**src/rtl/seg7_bank_if.sv**
```systemverilog
// seg7_bank_if: load/scroll/blink controls and segment outputs
// for the seg7_bank display driver.
interface seg7_bank_if #(
    parameter int DIGITS = 6
);
    logic                  load;
    logic [4*DIGITS-1:0]   codes;
    logic [DIGITS-1:0]     en_mask;
    logic                  scroll;
    logic [DIGITS-1:0]     blink_mask;
    logic [7*DIGITS-1:0]   leds;
    logic                  wrap;

    modport master (
        output load, codes, en_mask, scroll, blink_mask,
        input  leds, wrap
    );

    modport slave (
        input  load, codes, en_mask, scroll, blink_mask,
        output leds, wrap
    );
endinterface

```
**src/rtl/seg7_bank.sv**
```systemverilog
// seg7_bank: multi-digit 7-segment driver with marquee scroll.
// Optional blink support is built when SEG7_BLINK_EN is defined.
module seg7_bank #(
    parameter int DIGITS     = 6,
    parameter int SCROLL_DIV = 25000000,
    parameter int BLINK_DIV  = 12500000
) (
    input  logic      clk,
    input  logic      reset,
    seg7_bank_if.slave bus
);
    localparam int OW = (DIGITS > 1) ? $clog2(DIGITS) : 1;
    localparam int SW = $clog2(SCROLL_DIV);

    typedef enum logic {SHOW, SCROLL} state_t;

    state_t              state_q, state_d;
    logic [OW-1:0]       offset_q, offset_d;
    logic [SW-1:0]       scnt_q, scnt_d;
    logic [4*DIGITS-1:0] codes_q, codes_d;
    logic [DIGITS-1:0]   en_q, en_d;
    logic [7*DIGITS-1:0] leds_q, leds_d;
    logic                wrap_q, wrap_d;
    logic [DIGITS-1:0]   blank;

    function automatic logic [6:0] glyph(input logic [3:0] c);
        logic [6:0] g;
        unique case (c)
            4'h0:    g = 7'b0010010;
            4'h1:    g = 7'b1000010;
            4'h2:    g = 7'b0100100;
            4'h3:    g = 7'b0110000;
            4'h4:    g = 7'b0011001;
            4'h5:    g = 7'b0010010;
            4'h6:    g = 7'b0000010;
            4'h7:    g = 7'b1111000;
            4'hA:    g = 7'b0001000;
            4'hB:    g = 7'b0000011;
            4'hC:    g = 7'b1000110;
            4'hD:    g = 7'b0100001;
            4'hE:    g = 7'b0000110;
            4'hF:    g = 7'b0001110;
            default: g = 7'b1111111;
        endcase
        return g;
    endfunction

`ifdef SEG7_BLINK_EN
    localparam int BW = $clog2(BLINK_DIV);

    logic [BW-1:0] bcnt_q, bcnt_d;
    logic          phase_q, phase_d;

    // Free-running blink divider; phase flips at terminal count.
    always_comb begin
        bcnt_d  = bcnt_q + BW'(1);
        phase_d = phase_q;
        if (bcnt_q == BW'(BLINK_DIV - 1)) begin
            bcnt_d  = '0;
            phase_d = ~phase_q;
        end
    end

    // Blink divider registers.
    always_ff @(posedge clk or posedge reset) begin
        if (reset) begin
            bcnt_q  <= '0;
            phase_q <= 1'b0;
        end else begin
            bcnt_q  <= bcnt_d;
            phase_q <= phase_d;
        end
    end

    assign blank = phase_q ? bus.blink_mask : '0;
`else
    logic unused_blink;
    assign unused_blink = (^bus.blink_mask) ^ BLINK_DIV[0];
    assign blank = '0;
`endif

    // Mode, scroll offset, shadow capture and wrap pulse.
    always_comb begin
        state_d  = state_q;
        offset_d = offset_q;
        scnt_d   = scnt_q;
        codes_d  = codes_q;
        en_d     = en_q;
        wrap_d   = 1'b0;
        unique case (state_q)
            SHOW: begin
                if (bus.scroll) state_d = SCROLL;
            end
            SCROLL: begin
                if (!bus.scroll) begin
                    state_d  = SHOW;
                    offset_d = '0;
                    scnt_d   = '0;
                end else if (scnt_q == SW'(SCROLL_DIV - 1)) begin
                    scnt_d = '0;
                    if (offset_q == OW'(DIGITS - 1)) begin
                        offset_d = '0;
                        wrap_d   = 1'b1;
                    end else begin
                        offset_d = offset_q + OW'(1);
                    end
                end else begin
                    scnt_d = scnt_q + SW'(1);
                end
            end
            default: state_d = SHOW;
        endcase
        // A new load restarts the marquee from slot 0.
        if (bus.load) begin
            codes_d  = bus.codes;
            en_d     = bus.en_mask;
            offset_d = '0;
            scnt_d   = '0;
            wrap_d   = 1'b0;
        end
    end

    // Segment pattern per displayed digit from rotated shadow slot.
    always_comb begin
        int slot;
        leds_d = '1;
        slot   = 0;
        for (int i = 0; i < DIGITS; i++) begin
            slot = i + int'(offset_q);
            if (slot >= DIGITS) slot = slot - DIGITS;
            if (!en_q[slot] || blank[i])
                leds_d[7*i +: 7] = 7'h7F;
            else
                leds_d[7*i +: 7] = glyph(codes_q[4*slot +: 4]);
        end
    end

    // State and output registers.
    always_ff @(posedge clk or posedge reset) begin
        if (reset) begin
            state_q  <= SHOW;
            offset_q <= '0;
            scnt_q   <= '0;
            codes_q  <= {DIGITS{4'h8}};
            en_q     <= '0;
            leds_q   <= '1;
            wrap_q   <= 1'b0;
        end else begin
            state_q  <= state_d;
            offset_q <= offset_d;
            scnt_q   <= scnt_d;
            codes_q  <= codes_d;
            en_q     <= en_d;
            leds_q   <= leds_d;
            wrap_q   <= wrap_d;
        end
    end

    assign bus.leds = leds_q;
    assign bus.wrap = wrap_q;
endmodule

```
**src/flat_wrapper.sv**
```systemverilog
// flat-port wrapper written by rule: the top's interface ports become plain ports
module seg7_bank_flat 
#(
    parameter int DIGITS     = 6,
    parameter int SCROLL_DIV = 25000000,
    parameter int BLINK_DIV  = 12500000
)
  (clk, reset, bus_load, bus_codes, bus_en_mask, bus_scroll, bus_blink_mask, bus_leds, bus_wrap);
  seg7_bank_if #(.DIGITS(DIGITS)) bus_i ();
  input  logic clk;
  input  logic reset;
  input wire logic [$bits(bus_i.load)-1:0] bus_load;
  input wire logic [$bits(bus_i.codes)-1:0] bus_codes;
  input wire logic [$bits(bus_i.en_mask)-1:0] bus_en_mask;
  input wire logic [$bits(bus_i.scroll)-1:0] bus_scroll;
  input wire logic [$bits(bus_i.blink_mask)-1:0] bus_blink_mask;
  output wire logic [$bits(bus_i.leds)-1:0] bus_leds;
  output wire logic [$bits(bus_i.wrap)-1:0] bus_wrap;
  assign bus_i.load = bus_load;
  assign bus_i.codes = bus_codes;
  assign bus_i.en_mask = bus_en_mask;
  assign bus_i.scroll = bus_scroll;
  assign bus_i.blink_mask = bus_blink_mask;
  assign bus_leds = bus_i.leds;
  assign bus_wrap = bus_i.wrap;
  seg7_bank #(.DIGITS(DIGITS), .SCROLL_DIV(SCROLL_DIV), .BLINK_DIV(BLINK_DIV)) u_core (.clk(clk), .reset(reset), .bus(bus_i));
endmodule
```
**config.mk**
```make
export PLATFORM = sky130hd
export DESIGN_NAME = seg7_bank_flat
export DESIGN_NICKNAME = d
export VERILOG_FILES = /design/src/rtl/seg7_bank_if.sv /design/src/rtl/seg7_bank.sv /design/src/flat_wrapper.sv
export SDC_FILE = /design/constraint.sdc
export NUM_CORES = 1
export LEC_CHECK = 0
export ABC_CLOCK_PERIOD_IN_PS = 8430
export BUFFER_PORTS_ARGS = -buffer_cell sky130_fd_sc_hd__buf_4
export CAP_MARGIN = 20
export CORE_MARGIN = 1.5
export CORE_UTILIZATION = 55
export DETAILED_ROUTE_END_ITERATION = 7
export GPL_ROUTABILITY_DRIVEN = 0
export PLACE_DENSITY_LB_ADDON = 0.1
export SYNTH_ARGS = -nofsm -noshare
export SYNTH_HDL_FRONTEND = slang
export SYNTH_SLANG_ARGS = --single-unit
```
**constraint.sdc**
```tcl
create_clock -name clk -period 8.43 [get_ports clk]
set_input_delay 0.843 -clock clk [delete_from_list [all_inputs] [get_ports clk]]
set_output_delay 0.843 -clock clk [all_outputs]
set_load 0.02 [all_outputs]
```
## Word level (Yosys, flattened, before mapping)

Memory sizes are Yosys's and may differ from the RTL's.
Index checks and enable logic that the tools add are counted.

- Bits in registers: 102
- Bits in read-only memories: 672
- Input port bits: 40
- Output and inout bits: 43
- Logic and storage cells: 94
- Memories: 6

- Add/subtract/negate cells: 13
- Magnitude comparators: 12
- Equality and inequality tests: 3
- Shifts and indexed selects: 6
- Muxes and demuxes: 45
- Reductions and logical operators: 2

Memory list:

| name | depth | width | rd ports | clocked after memory_dff | write ports | RTL line | RTL |
|---|---|---|---|---|---|---|---|
| (no name shown) | 16 | 7 | 1 | 0 | 0 | seg7_bank.sv:28 | `unique case (c)` |
| (no name shown) | 16 | 7 | 1 | 0 | 0 | seg7_bank.sv:28 |  |
| (no name shown) | 16 | 7 | 1 | 0 | 0 | seg7_bank.sv:28 |  |
| (no name shown) | 16 | 7 | 1 | 0 | 0 | seg7_bank.sv:28 |  |
| (no name shown) | 16 | 7 | 1 | 0 | 0 | seg7_bank.sv:28 |  |
| (no name shown) | 16 | 7 | 1 | 0 | 0 | seg7_bank.sv:28 |  |

Operator list:

| kind | number |
|---|---|
| $lt 32x5->1 const B | 6 |
| $mux 32 | 6 |
| $shiftx 24x32->4 | 6 |
| $ge 32x4->1 const B | 5 |
| $sub 32x4->32 const B | 5 |
| $mux 25 | 4 |
| $mux 7 | 6 |
| $add 25x1->25 const B | 1 |
| $eq 25x25->1 const B | 1 |
| $bmux 1 s3 | 6 |
| $mux 1 | 18 |
| $mux 3 | 5 |
| $add 2x3->4 const A | 2 |
| $add 3x3->4 const A | 2 |
| $add 1x3->4 const A | 1 |
| $sub 3x3->4 const B | 1 |
| $add 3x1->3 const B | 1 |
| $eq 3x3->1 const B | 1 |
| $ge 3x3->1 const B | 1 |
| $ne 3x2->1 const B | 1 |
| $reduce_and 2->1 | 1 |
| $reduce_bool 2->1 | 1 |

## Depth between registers and ports, before layout

- Depth in word-level cells: 7
- Mapped depth: 20
- Gate-level depth less buffers: 15

## Least setup slack after synthesis

No wires, ideal clock.

- Kind: flip-flop to flip-flop
- Start: register u_core.offset_q[0]
- End: register u_core.leds_q[22], in the netlist u_core.bus.leds[22]
- Library setup time: 81 ps
- Arrival: 3792 ps
- Data required time: 8349 ps
- Slack: 4557 ps
- Cell stages (with the launch flop): 19
- Buffers on the path: 6
- Period minus slack after synthesis: 3873 ps
- Path through: dfrtp_1 -> buf_6 -> buf_8 -> buf_12 -> buf_6 -> inv_1 -> ha_1 -> buf_2 -> inv_1 -> clkbuf_1 -> ha_1 -> inv_1 -> ha_1 -> o21ai_0 -> a311oi_2 -> inv_1 -> ha_1 -> mux2_2 -> o211ai_1

- Word-level cells in the longest chain between the ends: 7
- Elaborated cells between the ends (all ways): 10
- Those cells by class: 2 x add/sub; 1 x order compare; 1 x shift; 5 x mux; 1 x memory

RTL lines:

| element | RTL line | RTL |
|---|---|---|
| start, declared | seg7_bank.sv:18 | `logic [OW-1:0] offset_q, offset_d;` |
| start signal, assigned | seg7_bank.sv:150 | `offset_q <= offset_d;` |
| $add 2x3->4 * | seg7_bank.sv:129 | `slot = i + int'(offset_q);` |
| $sub 32x4->32 or $ge 32x4->1 (tied branches) | seg7_bank.sv:130 | `if (slot >= DIGITS) slot = slot - DIGITS;` |
| $mux 32 * | seg7_bank.sv:130 |  |
| branches (longest 3 deep; another with $mem_v2 16x7) | -- |  |
| $mux 7 * | seg7_bank.sv:131 | `if (!en_q[slot] \|\| blank[i])` |
| named net u_core.leds_d[22] | seg7_bank.sv:22 | `logic [7*DIGITS-1:0] leds_q, leds_d;` |
| end signal, assigned | seg7_bank.sv:154 | `leds_q <= leds_d;` |
| end, declared | seg7_bank.sv:22 |  |

Mark *: on every way through the listed nets, which the timed path passes. The select of a mux whose other input is x is not followed.
A chain may end at the register's enable or synchronous reset.

## Worst setup path in the final report

- Start: register u_core.offset_q[1]
- End: register u_core.leds_q[22], in the netlist u_core.bus.leds[22]

The elaborated chain is that of the path after synthesis.

==> results.md <==
* Fillers at 1176
* Die W at 121 um
* Final setup fails at 0
* Max-slew headroom at 0.360
* Reg clk slew, reported paths at 0.07 ns
* Switching share of total power at 0.391
* Syn avg cell area at 9.46 sq um
* Cells along the critical path: clkinv_1 -> ha_1 -> inv_1 -> ha_1 -> a21o_1 -> a211oi_1 -> a311oi_2 -> inv_1 -> ha_1 -> mux2_2 -> o211ai_1
* Cts hold-fix bufs at 0
* Worst setup SP type: flop
* Vias in the first global route at 6049
* CP max stage delay at 1.01 ns
* Vias at 6369
* CTS tree: built
* Area grow syn2layout at 11.5%
* Seq cells post-synth at 102
* Pwr Total at 2.04 mW
* Global-route wire length before repair at 29500 um
* Cell repeated most along the worst path: ha_1
* Core Util, Final at 0.623
* Post-route DRC at 0
* Period Utilization, post-route at 0.605
* Peak supply drop at 0.146 mV
* CTS Root Cell: clkbuf_16
* RSZ-0062 raised after global routing: no
* P_leak at 3.72 nW
* I/O Buffers at 76
* Syn Nets at 908
* PD cells at 238 nW/um^2
* Slew @ Worst Pin at 0.960 ns
* Core box area at 13800 sq um
* Die area at 14700 sq um
* Rows at 43
* Crit path time final at 5.10 ns
* Most common cell in the netlist: nor2_1
* FF-to-FF setup slack at 3.33 ns
* CTS HTree Levels at 3
* Diodes inserted at 0
* Post-synth top area share at 0.176
* Pre-CTS setup slack at 3.47 ns
* FF-to-FF path depth at 11
* CTS buffer count at 9
* Worst EP required at 8.69 ns
* Sequential share of the synthesized area at 0.339
* Critical path type: flop to flop
* Max cap viols at 0
* Clock power share at 0.199
* Via density per instance at 6.06
* Hold Slack at 0.496 ns
* Fmax at 196 MHz
* Sequential power share at 0.337
* P_int at 1.24 mW
* Final net count at 960
* GRT Util Overall at 0.251
* Final worst slack at 3.33 ns
* Most common library cells after synthesis: 69 x nor2_1, 68 x nand2_1, 54 x dfrtp_1, 54 x ha_1
* Clock Skew at 0.0104 ns
* Crit path buffers/inverters at 3
* Largest net degree at the start of global routing at 65
* Mapped Area at 7700 sq um
* Worst Hold Class: input port to asynchronous set/reset pin
* Final hold viol count at 0
* Share of total power in combinational logic at 0.464
* Postcts setup bufs at 0
* Critical path's slowest cell: ha_1
* Synth Flop Type: dfrtp_1
* Final ANT Viol Nets at 0
* Syn Inst Count at 814
* Reg2reg start: u_core.offset_q[1]$_DFFE_PP0P_
* Post-place instance area at 8300 sq um
* Dominant cells by area after synthesis: dfrtp_1 18%, dfstp_2 16%, ha_1 8.8%
* DIE HEIGHT at 121 um
* Max Transition Viols Final at 0
* CTS resizes at 0
* Critical path fanouts, max at 27
* Placed cells at 1034
* Synth async-reset ratio at 1.00
* Total grt overflow at 0
* Post-route cell area at 8580 sq um
* Drt pass-1 iters at 5
* Synth area leader: dfrtp_1
* TritonCTS Sinks at 102
* R2R Path End: u_core.bus.leds[22]$_DFF_PP1_
* EDFF count, synth at 0
* Sw Pwr at 0.797 mW
* Initial Util at 0.559
* Crit end category: flop
* TNS Setup at 0 ns
* Share of layout cells above drive strength 1 at 0.261
* Clock Tree Buf Depth at 2
* DR iter-0 viols at 482
* Dpl hpwl at 13300 um
* Num ports at 83
* Overall routed net length at 18000 um
* Outcome: finished clean
* Distinct cells, synth at 87
* Initial antenna violation count at 0
* Arrival time worst endpoint at 5.37 ns
* Clock Latency Late Sink at 0.36 ns
* Post-Layout Cell Count at 1051
* DR WL/cell at 17.1 um
* Crit path max-delay family: adder cells
* Ys Warns at 0
[layer usage]
metal / part of all wire / vias to the layer above / global-route usage
met5: 0 / - / 0
met3: 0.044 / 30 / 0.0320
met1: 0.47 / 3104 / 0.346
li1: - / 3070 / -
met2: 0.47 / 165 / 0.401
met4: 0.023 / 0 / 0.100
[sequential cells by signal, indices dropped and copies added (netlist names)]
signal           count
u_core.offset_q      3
u_core.bus.leds     42
u_core.en_q          6
u_core.codes_q      24
u_core.scnt_q       25
u_core.bus.wrap      1
u_core.state_q       1
[cells by family after synthesis]
| logic type | Yosys count | synth area share |
|---|---|---|
| AND/OR/NAND/NOR | 245 | 0.151 |
| AO/OA/AOI/OAI | 207 | 0.199 |
| flip-flops | 102 | 0.339 |
| multiplexers | 101 | 0.143 |
| buffers and inverters | 80 | 0.0494 |
| adder cells (fa/ha/maj) | 56 | 0.0904 |
| XOR/XNOR | 23 | 0.0281 |
[worst max path at each step]
stage / from / end / cells after the start
2_1_floorplan: u_core.offset_q[0]$_DFFE_PP0P_ / u_core.bus.leds[22]$_DFF_PP1_ / 18
3_3_place_gp: u_core.offset_q[1]$_DFFE_PP0P_ / u_core.bus.leds[22]$_DFF_PP1_ / 11
3_5_place_dp: u_core.offset_q[1]$_DFFE_PP0P_ / u_core.bus.leds[22]$_DFF_PP1_ / 11
4_1_cts: u_core.offset_q[1]$_DFFE_PP0P_ / u_core.bus.leds[22]$_DFF_PP1_ / 11
5_1_grt: u_core.offset_q[1]$_DFFE_PP0P_ / u_core.bus.leds[24]$_DFF_PP1_ / 10
6_report: u_core.offset_q[1]$_DFFE_PP0P_ / u_core.bus.leds[22]$_DFF_PP1_ / 11
[worst reg2reg max path, cell delays in order, from the launching register on]
cell      delay (ns)
dfrtp_1         0.81
clkinv_1        0.62
ha_1            1.01
inv_1           0.41
ha_1            0.47
a21o_1          0.19
a211oi_1        0.09
a311oi_2        0.51
inv_1           0.18
ha_1            0.25
mux2_2          0.26
o211ai_1        0.22
[cells in the final DEF (no fill, tap or decap), types with 22 or more instances in the layout]
| master | instances |
|---|---|
| buf_4 | 81 |
| nor2_1 | 69 |
| nand2_1 | 68 |
| ha_1 | 54 |
| dfrtp_1 | 53 |
| mux2_2 | 48 |
| mux2i_1 | 48 |
| dfstp_2 | 48 |
| a21oi_1 | 36 |
| inv_1 | 36 |
| o21ai_0 | 34 |
| nand3_1 | 28 |
| o211ai_1 | 22 |
[final cells by class]
cell class | instances | area [sq um] | share of cell area
timing repair buffer | 81 | 608 | 0.0708
inverter | 40 | 153 | 0.0178
clock buffer | 10 | 229 | 0.0267
sequential | 102 | 2610 | 0.304
tap | 180 | 225 | 0.0262
clock inverter | 6 | 51.3 | 0.00598
multi-input combinational | 632 | 4700 | 0.548
[power by group through the flow]
stage          combinational (mW)  clock (mW)  sequential [mW]
5_1_grt                      1.03       0.433            0.700
6_report                    0.947       0.407            0.687
2_1_floorplan               0.574           0            0.802
4_1_cts                     0.943       0.415            0.690
3_3_place_gp                0.915           0            0.693
3_5_place_dp                0.938           0            0.697
Note: power is estimated with default switching activity, not from simulation.
